`config.mk`:
```
export PLATFORM = sky130hd
export DESIGN_NAME = rr_mux_arb
export DESIGN_NICKNAME = d
export VERILOG_FILES = /design/src/rtl/rr_mux_pkg.sv /design/src/rtl/rr_mux_arb_grant.sv /design/src/rtl/rr_mux_arb.sv
export SDC_FILE = /design/constraint.sdc
export NUM_CORES = 1
export LEC_CHECK = 0
export ABC_AREA = 1
export BUFFER_PORTS_ARGS = -buffer_cell sky130_fd_sc_hd__buf_2
export CORE_ASPECT_RATIO = 2
export CORE_MARGIN = 5
export CORE_UTILIZATION = 54
export CTS_CLUSTER_SIZE = 24
export DETAILED_ROUTE_END_ITERATION = 8
export PLACE_DENSITY = 0.94
export SKIP_LAST_GASP = 1
export SLEW_MARGIN = 30
export SYNTH_ARGS = -nofsm -noshare
export SYNTH_HDL_FRONTEND = slang
export SYNTH_SLANG_ARGS = --single-unit
```
`constraint.sdc`:
```
create_clock -name clk -period 4.9 [get_ports clk]
set_input_delay 0.98 -clock clk [delete_from_list [all_inputs] [get_ports clk]]
set_output_delay 0.98 -clock clk [all_outputs]
set_load 0.005 [all_outputs]
```
`src/rtl/rr_mux_pkg.sv`:
```
// rr_mux_pkg: shared mode constants and width helper for the round-robin mux arbiter.
package rr_mux_pkg;
  localparam logic MODE_SEL = 1'b0;
  localparam logic MODE_RR  = 1'b1;
  function automatic int clog2(input int n);
    int r;
    r = 1;
    for (int i = 1; i < 32; i++) if ((1 << i) < n) r = i + 1;
    return r;
  endfunction
endpackage

```
`src/rtl/rr_mux_arb_grant.sv`:
```
// rr_grant: rotating-priority encoder, searching from last+1 upward with wrap.
module rr_grant
  import rr_mux_pkg::*;
#(
  parameter int NCH = 8,
  localparam int SELW = clog2(NCH)
) (
  input  logic [NCH-1:0]  req,
  input  logic [SELW-1:0] last,
  output logic [SELW-1:0] grant,
  output logic            gvalid
);
  int start;
  logic [2*NCH-1:0] dbl;
  logic [NCH-1:0] rot;
  always_comb begin
    start = (int'(last) + 1) % NCH;
    dbl = {req, req} >> start;
    rot = dbl[NCH-1:0];
    gvalid = |req;
    grant = '0;
    for (int i = NCH - 1; i >= 0; i--) if (rot[i]) grant = SELW'((start + i) % NCH);
  end
endmodule

```
`src/rtl/rr_mux_arb.sv`:
```
// rr_mux_arb: NCH-channel mux with explicit-select or round-robin arbitration into a registered valid/ready output.
module rr_mux_arb
  import rr_mux_pkg::*;
#(
  parameter int NCH = 8,
  parameter int W = 8,
  localparam int SELW = clog2(NCH)
) (
  input  logic              clk,
  input  logic              rst,
  input  logic              mode,
  input  logic [SELW-1:0]   sel,
  input  logic [NCH-1:0]    in_valid,
  input  logic [NCH*W-1:0]  in_data,
  output logic [NCH-1:0]    in_ready,
  output logic              out_valid,
  output logic [W-1:0]      out_data,
  output logic [SELW-1:0]   out_ch,
  input  logic              out_ready
);
  logic out_valid_q, out_valid_d;
  logic [W-1:0] out_data_q, out_data_d;
  logic [SELW-1:0] out_ch_q, out_ch_d, last_q, last_d;
  logic [SELW-1:0] rr_gnt, grant;
  logic rr_gvalid, sel_ok, gvalid, load, xfer;
  rr_grant #(.NCH(NCH)) u_grant (
    .req(in_valid),
    .last(last_q),
    .grant(rr_gnt),
    .gvalid(rr_gvalid)
  );
  always_comb begin
    load = !out_valid_q || out_ready;
    // shifting a 1 past NCH yields zero, so out-of-range sel never grants
    sel_ok = (int'(sel) < NCH) && |(in_valid & (NCH'(1) << sel));
    grant = (mode == MODE_RR) ? rr_gnt : sel;
    gvalid = (mode == MODE_RR) ? rr_gvalid : sel_ok;
    in_ready = (!rst && load && gvalid) ? (NCH'(1) << grant) : '0;
    xfer = |(in_valid & in_ready);
    out_valid_d = load ? xfer : out_valid_q;
    out_data_d = xfer ? in_data[int'(grant) * W +: W] : out_data_q;
    out_ch_d = xfer ? grant : out_ch_q;
    last_d = (xfer && mode == MODE_RR) ? grant : last_q;
  end
  always_ff @(posedge clk) begin
    if (rst) begin
      out_valid_q <= 1'b0;
      out_data_q <= '0;
      out_ch_q <= '0;
      last_q <= SELW'(NCH - 1);
    end else begin
      out_valid_q <= out_valid_d;
      out_data_q <= out_data_d;
      out_ch_q <= out_ch_d;
      last_q <= last_d;
    end
  end
  assign out_valid = out_valid_q;
  assign out_data = out_data_q;
  assign out_ch = out_ch_q;
endmodule

```
== Yosys cells after proc, flatten, opt, wreduce, memory -nomap -nowiden ==
Index checks and enable logic that the tools add are counted.

* Input bits: 108
* Output and inout bits: 49
* Word-level logic and storage cells: 57
* Bits in registers: 73

* Shift operators: 4
* $add $sub $neg: 8
* Reductions and logical operators: 18
* Magnitude comparators: 1
* Bitwise operators: 11
* Multiplexer cells: 11

{| class="wikitable"
|+ Operator list
! cell !! number
|-
| 32-bit two-way mux || 9
|-
| 64-bit by 32-bit variable part select with 8-bit output || 1
|-
| 1-bit by 32-bit left shift with 8-bit output, first input constant || 2
|-
| 32-bit by 2-bit adder with 32-bit output, second input constant || 1
|-
| 32-bit by 5-bit less-than comparator with 1-bit output, second input constant || 1
|-
| 16-bit by 32-bit right shift with 8-bit output || 1
|-
| 3-bit OR reduction || 8
|-
| 8-bit OR reduction || 3
|-
| 4-bit by 4-bit adder with 5-bit output, second input constant || 4
|-
| 8-bit AND || 2
|-
| 4-bit by 3-bit adder with 5-bit output, second input constant || 2
|-
| 1-bit AND || 9
|-
| 8-bit two-way mux || 1
|-
| 4-bit by 2-bit adder with 5-bit output, second input constant || 1
|-
| 1-bit logical AND || 4
|-
| 1-bit zero test || 2
|-
| 1-bit logical OR || 1
|-
| 1-bit two-way mux || 1
|}

== Longest topological paths before layout ==
Gate-level depths: netlist of the first run.

* Depth in word-level cells: 20
* Mapped depth: 33
* Mapped depth without buffers: 30

== Hierarchy ==
From an unflattened synthesis of the first run, not the netlist that was laid out.

* Cells, all modules: 748
* Area total of the unflattened synthesis: 5013.6 um^2

{| class="wikitable"
|+ By module, submodules not included
! module !! area each (um^2) !! cells each !! times used !! seq. area each (um^2)
|-
| rr_mux_arb || 3824.9 || 539 || 1 || 1461.4
|-
| rr_grant || 1188.6 || 209 || 1 || 0.0
|}

== Worst setup path after synthesis of the first run ==
OpenSTA, ideal clock, no wires.

* Kind: reg2out
* From: register last_q[0]
* To: output in_ready[3]
* Setup slack: 1364 ps
* Required time: 3920 ps
* Path buffers: 3
* Cell stages (with the launch flop): 25
* Data arrival time: 2556 ps
* Path through: dfxtp_1 > ha_1 > ha_1 > inv_1 > nand3_4 > buf_6 > nand3_1 > nand2_1 > nand2_1 > nand3_2 > nand2_2 > nand2_1 > inv_1 > nand2_1 > nand2_1 > nand2_1 > nand3_1 > nand2_1 > nand2_1 > nand2_1 > nand2_4 > buf_2 > buf_2 > nand2_1 > nor2_1

* Cells in the longest elaborated chain, start to end: 16
* Elaborated cells between the ends (all ways): 37
* Classes of those cells: 8 x add/sub; 2 x shift; 10 x mux; 9 x bitwise; 8 x reduce/logical

{| class="wikitable"
|+ RTL lines
! item !! RTL line !! source
|-
| from (decl) || rr_mux_arb.sv:23 || <nowiki>logic [SELW-1:0] out_ch_q, out_ch_d, last_q, last_d;</nowiki>
|-
| from (signal assigned) || rr_mux_arb.sv:50 || <nowiki>last_q <= SELW'(NCH - 1);</nowiki>
|-
| from (signal assigned) || rr_mux_arb.sv:55 || <nowiki>last_q <= last_d;</nowiki>
|-
| 32-bit by 2-bit adder with 32-bit output * || rr_mux_arb_grant.sv:17 || <nowiki>start = (int'(last) + 1) % NCH;</nowiki>
|-
| 3-bit OR reduction (no source line) || - ||
|-
| 1-bit AND (no source line) || - ||
|-
| 4-bit by 4-bit adder with 5-bit output || rr_mux_arb_grant.sv:22 || <nowiki>for (int i = NCH - 1; i >= 0; i--) if (rot[i]) grant = SELW'((start + i) % NCH);</nowiki>
|-
| 1-bit AND (no source line) || - ||
|-
| 32-bit two-way mux (7 in series) || rr_mux_arb_grant.sv:22 ||
|-
| 32-bit two-way mux * || rr_mux_arb_grant.sv:22 ||
|-
| 32-bit two-way mux * || rr_mux_arb.sv:36 || <nowiki>grant = (mode == MODE_RR) ? rr_gnt : sel;</nowiki>
|-
| 1-bit by 32-bit left shift with 8-bit output * || rr_mux_arb.sv:38 || <nowiki>in_ready = (!rst && load && gvalid) ? (NCH'(1) << grant) : '0;</nowiki>
|-
| 8-bit two-way mux * || rr_mux_arb.sv:38 ||
|-
| to (decl) || rr_mux_arb.sv:15 || <nowiki>output logic [NCH-1:0] in_ready,</nowiki>
|}

Every way passes the cells marked *; elsewhere a longest branch is shown, timed or not.

== Worst setup path in the final report of the first run ==
* From: register last_q[0]
* To: output in_ready[4]

The elaborated chain is that of the path after synthesis.

==> results.py, run 1 <==
metrics = {
    "worst_setup_path": {
        "r2r_cells": 29,
        "crit_chain": "buf_4, nand2_1, nor2_1, nand2_1, nor2_2, nand2_1, nand2_2, nand3_4, nand3_1, nand2_1, nand2_1, nand2_1, o21a_1, nand2_1, nand2_1, o21bai_1, inv_1, nand2_2, nand2_4, nor2_2, inv_1, nor2_1, buf_2",
        "cp-end-kind": "output port",
        "crit_type": "reg2out",
        "r2r_end": "out_data[5]",
        "cp_common_cell": "nand2_1",
        "cp-start-kind": "register",
        "cp.required_ns": 3.92,
        "crit_slowest_cell": "dfxtp_1",
        "worst-path-max-fanout": 19,
        "cp.arrival_ns": 3.41,
        "timing.rr.start": "last_q[0]",
        "slowest_delay_ns": 0.33,
        "reg2reg_slack_ns": 0.78,
    },
    "detailed_routing": {
        "initialDrtViolationCount": 288,
        "via_per_inst": 5.40,
        "vias": 4917,
        "drcViolationCount": 0,
        "firstDrtPassIters": 6,
        "ant_nets": 0,
        "routed_wl_mm": 13.8,
        "wl_per_cell_um": 15.2,
    },
    "layout": {
        "antenna_cells": 0,
        "final_nets": 926,
        "final_cell_area_um2": 5310,
        "syn2layout_area_growth_pct": 25.7,
        "drive_gt1_share_pct": 26.2,
    },
    "synthesis": {
        "yosys.area.top_type": "dfxtp_1",
        "synth_area_um2": 4220,
        "synth_nets": 781,
        "synth-seq-cells": 73,
        "syn-instance-count": 666,
        "synth-edff-count": 0,
        "synth_flop_cell": "dfxtp_1",
        "ys_types": 35,
        "ys_seq_area_share_pct": 34.6,
        "yosysTopAreaCellShare_pct": 34.6,
        "avgSynthCellArea_um2": 6.34,
        "yosysWarnings": 0,
        "ys_top_cells_by_area": "dfxtp_1, nand2_1, nand3_1",
        "synth-async-reset-ratio_pct": 0,
    },
    "clock_tree": {
        "ctsHtreeMaxLevel": 3,
        "cts.sinks": 73,
        "clock_latency_ns": 0.33,
        "cts_resized": 0,
        "cts-root-buf": "clkbuf_16",
        "cts_buffers": 9,
        "clk_pin_slew_ns": 0.06,
        "tritoncts": "built",
        "postCtsSetupRepairBufs": 0,
        "cts_buffer_depth": 2,
        "hold_buffers": 0,
    },
    "sta": {
        "slew_viol_final": 0,
        "tightestPinTransition_ns": 0.621,
        "hold_viol_final": 0,
        "setup_viol_count_final": 0,
        "max-slew-margin-rel_pct": 58.5,
        "maxClockFrequency_mhz": 228,
        "finalClockSkew_ns": 0.00488,
        "fin_crit_ns": 4.39,
        "fin_crit_sh_pct": 89.5,
        "rsz0062_at_grt": "no",
        "tns_ns": 0,
    },
    "placed_design": {
        "port_buffers": 156,
        "hpwlAfterDp_mm": 10.3,
        "placed_area_um2": 5010,
        "gp_congestion": 0.957,
    },
    "pwr": {
        "leakagePower_nw": 2.70,
        "ir_drop_mv": 0.284,
        "power.density_cell_area_nw_per_um2": 266,
    },
    "floorplanning": {
        "die_h_um": 135,
        "num_rows": 45,
        "die_area_um2": 9790,
        "start_util_pct": 55.5,
        "die_w_um": 72.5,
        "io_pins": 157,
        "core-area_um2": 7600,
    },
    "grt": {
        "grt_usage_pct": 28.8,
        "grt_pass1_vias": 4933,
        "grt_start_max_net_pins": 39,
        "gr-total-overflow": 0,
        "antenna_found_initial": 0,
        "grt_pass1_wl_mm": 22.4,
    },
    "min_path": {
        "hold_path.class": "reg2reg",
        "min_to": "last_q[27]",
        "hold_start": "last_q[27]",
        "min_path_cells": 2,
    },
    "run": {
        "maxCapViolCount": 0,
    },
    "run_status": {
        "status": "finished clean",
    },
}
## registers in the layout, indices dropped and copies added, names as in the netlist
name	flops
out_data	8
out_valid	1
last_q	32
out_ch	32
## per-layer routing
layer	routed length, µm	global-route usage (%)
met3	946	5.07
met4	754	17.2
met1	4600	28.7
met5	0	0
met2	7550	53.5
## cell usage after synthesis (all sizes together), types with 3 or more instances
| cell | number |
|---|---|
| a21boi | 8 |
| a21oi | 10 |
| buf | 17 |
| clkbuf | 11 |
| dfxtp | 73 |
| ha | 7 |
| inv | 71 |
| nand2 | 205 |
| nand3 | 99 |
| nand4 | 7 |
| nor2 | 106 |
| nor4 | 10 |
| o21ai | 19 |
| o21bai | 9 |
| o41ai | 3 |
## worst max-delay path, delay by kind of cell, from the launching register on
| kind | cells | cell delay (ns) |
|---|---|---|
| AO/OA/AOI/OAI | 2 | 0.34 |
| buffers and inverters | 4 | 0.51 |
| flip-flops | 1 | 0.33 |
| AND/OR/NAND/NOR | 17 | 1.92 |
## cell families (layout without fill, tap and decap cells)
kind of cell	after synthesis	after routing	synth area share, %
flip-flops	73	73	34.6
adder cells (fa/ha/maj)	7	7	2.08
AO/OA/AOI/OAI	53	53	8.03
XOR/XNOR	1	1	0.208
AND/OR/NAND/NOR	431	431	45.0
buffers and inverters	101	251	10.1
## cells in the final DEF, fill, tap and decap left out, drive strengths merged, types with 2 or more instances in the layout
master	n
or2	2
nand4	7
dfxtp	73
ha	7
nand2	205
o21bai	9
a21boi	8
clkinv	5
inv	74
nor2	106
buf	162
nor4	10
nand3	99
o21ai	19
a21oi	10
o41ai	3
clkbuf	9
## through the flow
stage | hold WS [ns] | cells | power, mW | util (%) | setup WS (ns)
2_1_floorplan | 0.408 | 666 | 0.727 | - | 1.36
3_3_place_gp | 0.413 | 894 | 0.805 | 66.0 | 0.731
3_5_place_dp | 0.417 | 894 | 0.805 | 66.0 | 0.687
4_1_cts | 0.425 | 910 | 1.42 | 69.7 | 0.312
5_1_grt | 0.442 | 910 | 1.47 | 69.8 | 0.0230
6_report | 0.423 | 910 | 1.41 | 69.8 | 0.513
## report_power, final
part,switching (mW),total [mW],internal (mW)
combinational,0.127,0.205,0.0779
sequential,0.000120,0.594,0.594
clock,0.262,0.614,0.352
total,0.389,1.41,1.02
## worst max path at each step
stage	depth (start not counted)	end	startpoint	slack, ns
final	23	in_ready[4]	last_q[0]	0.51
after global routing	26	in_ready[0]	last_q[0]	0.02
after CTS	21	in_ready[0]	last_q[0]	0.31
after detailed placement	21	in_ready[0]	last_q[0]	0.69
after global placement	19	in_ready[0]	last_q[0]	0.73
after floorplan	24	in_ready[3]	last_q[0]	1.36
## area by class of cell
class	instances	area, µm²
Multi-Input combinational cell	492	2340
Fill cell	630	2290
Sequential cell	73	1460
Timing Repair Buffer	162	826
Inverter	73	274
Clock buffer	9	225
Tap cell	94	118
Clock inverter	7	62.6
Power figures use the tool's default switching activity.
==> inputs of run 2 (changes only) <==
- ABC_AREA: 1 -> 0
==> results.py, run 2 <==
metrics = {
    "floorplanning": {
        "die_area_um2": 9980,
        "die_h_um": 136,
        "num_rows": 46,
        "start_util_pct": 54.7,
        "io_pins": 157,
        "core-area_um2": 7890,
        "die_w_um": 73.2,
    },
    "synthesis": {
        "yosys.area.top_type": "dfxtp_1",
        "synth.most_common_cell": "dfxtp_1",
        "avgSynthCellArea_um2": 9.46,
        "synth-edff-count": 0,
        "yosysTopAreaCellShare_pct": 33.9,
        "netlist_top_cells_count": "dfxtp_1, mux2i_1, and2_1",
        "yosysWarnings": 0,
        "synth-async-reset-ratio_pct": 0,
        "syn-instance-count": 456,
        "synth_nets": 571,
        "ys_top_cells_by_area": "dfxtp_1, mux2i_1, and2_1",
        "ys_seq_area_share_pct": 33.9,
        "synth_flop_cell": "dfxtp_1",
        "ys_types": 58,
        "synth-seq-cells": 73,
        "synth_area_um2": 4310,
    },
    "worst_setup_path": {
        "cp-end-kind": "output port",
        "crit_type": "reg2out",
        "crit_slowest_cell": "mux4_2",
        "cp.required_ns": 3.92,
        "cp.arrival_ns": 3.70,
        "cp-start-kind": "register",
        "critPathBufInv": 2,
        "crit_chain": "inv_1, ha_4, mux4_2, mux2_2, or4b_1, o32ai_1, a31oi_1, or2_2, nor2_1, buf_2",
        "slowest_delay_ns": 0.59,
        "critPathTopFamily": "multiplexers",
        "worst-path-max-fanout": 13,
    },
    "clock_tree": {
        "cts.sinks": 73,
        "clk_pin_slew_ns": 0.06,
        "cts-root-buf": "clkbuf_16",
        "tritoncts": "built",
        "cts_buffers": 9,
        "clock_latency_ns": 0.33,
        "ctsHtreeMaxLevel": 3,
        "cts_buffer_depth": 2,
        "postCtsSetupRepairBufs": 0,
    },
    "grt": {
        "grt_pass1_wl_mm": 21.7,
        "antenna_found_initial": 0,
        "grt_usage_pct": 28.2,
        "grt_pass1_vias": 4527,
        "grt_start_max_net_pins": 30,
        "gr-total-overflow": 0,
    },
    "layout": {
        "most-common-layout-cells": "buf_2, dfxtp_1, mux2i_1",
        "multi_input_area_um2": 2660,
        "layout_commonest_cell": "buf_2",
        "regArea_um2": 1460,
        "syn2layout_area_growth_pct": 28.7,
        "final_nets": 721,
        "drive_gt1_share_pct": 37.6,
        "nFillCells": 595,
        "final_util_pct": 70.4,
        "antenna_cells": 0,
    },
    "sta": {
        "tightestPinTransition_ns": 0.804,
        "setup_viol_count_final": 0,
        "tns_ns": 0,
        "finalClockSkew_ns": 0.00790,
        "hold_viol_final": 0,
        "fin_crit_ns": 4.68,
        "fin_ws_ns": 0.215,
        "rsz0062_at_grt": "no",
        "fin_crit_sh_pct": 95.6,
        "maxClockFrequency_mhz": 213,
        "slew_viol_final": 0,
        "max-slew-margin-rel_pct": 46.0,
    },
    "pwr": {
        "ir_drop_mv": 0.274,
        "power.density_cell_area_nw_per_um2": 459,
        "leakagePower_nw": 2.62,
    },
    "placed_design": {
        "hpwlAfterDp_mm": 10.6,
        "post-place-ws_ns": 0.293,
        "gp_congestion": 0.971,
        "port_buffers": 156,
    },
    "run": {
        "maxCapViolCount": 0,
    },
    "detailed_routing": {
        "wl_per_cell_um": 19.3,
        "routed_wl_mm": 13.7,
        "via_per_inst": 5.89,
        "firstDrtPassIters": 4,
        "initialDrtViolationCount": 200,
        "vias": 4165,
        "ant_nets": 0,
        "drcViolationCount": 0,
    },
    "run_status": {
        "status": "finished clean",
    },
    "min_path": {
        "hold_path.class": "reg2reg",
    },
}
## run 2: cell count changes in the layout (fill, tap and decap cells not counted), moves of 15 or more
cell and change:
a22oi_1 +18, and2_1 +50, inv_1 -55, mux2i_1 +55, nand2_1 -171, nand3_1 -91
nor2_1 -72, nor2_2 -15
## run 2: kinds of logic (layout without fill, tap and decap cells)
logic type                 after synthesis  count (layout)  synth area share, %
adders and majority gates                7               7                 2.03
AOI/OAI and AO/OA                       76              76                 14.0
DFF                                     73              73                 33.9
muxes                                   73              73                 20.1
and+or+nand+nor                        181             181                 24.7
buffers and inverters                   46             201                 5.37
## run 2: worst register-to-register path: stages (launching register included)
cell and delay [ns]:
dfxtp_1 0.39, inv_1 0.09, ha_4 0.39, mux4_2 0.59, mux2_2 0.37, or4b_1 0.52
o32ai_1 0.29, a31oi_1 0.19, buf_4 0.22, and3b_1 0.42, a22oi_2 0.18, a31oi_2 0.21
buf_4 0.26, and2_1 0.18
## run 2: through the flow
stage                     area [µm²]  total power [mW]  instances  hold slack [ns]
after floorplan                 4310              1.46        456            0.429
after global placement          5180              1.76        691            0.437
after detailed placement        5180              1.77        691            0.438
after CTS                       5530              2.53        707            0.457
after global routing            5550              2.68        707            0.475
final                           5550              2.55        707            0.454
## run 2: area by class of cell
type	instances	area share, %
Multi-Input combinational cell	337	48.0
Sequential cell	73	26.3
Timing Repair Buffer	172	16.5
Clock buffer	10	4.12
Tap cell	96	2.16
Clock inverter	6	2.07
Inverter	13	0.879
## run 2: power breakdown
| part | switching [mW] | total, mW | internal (mW) |
|---|---|---|---|
| combinational | 0.641 | 1.14 | 0.501 |
| clock | 0.252 | 0.752 | 0.500 |
| sequential | 0.0241 | 0.654 | 0.630 |
| total | 0.917 | 2.55 | 1.63 |
## run 2: worst paths after layout
kind / startpoint / end / slack [ns] / cells after the start
setup / recovery: last_q[1] / in_ready[5] / 0.22 / 10
hold / removal: out_ch[11] / out_ch[11] / 0.45 / 1
hold reg to reg: out_ch[11] / out_ch[11] / 0.45 / 1
setup reg to reg: last_q[1] / last_q[12] / 0.55 / 13
## run 2: layer usage
| layer | up-vias | share of wire, % | global-route usage (%) |
|---|---|---|---|
| li1 | 1961 | - | - |
| met1 | 1955 | 35 | 28.8 |
| met2 | 194 | 54 | 50.4 |
| met3 | 55 | 5.5 | 4.52 |
| met4 | 0 | 6.0 | 19.4 |
| met5 | - | 0 | 0 |
## run 2: timing repair
action / in CTS / in global routing
gates resized for setup: 2 / 3
endpoints found under the setup margin: 7 / 7
cloned: 0 / 0
hold buffers: 0 / 0
endpoints found under the hold margin: 0 / 0
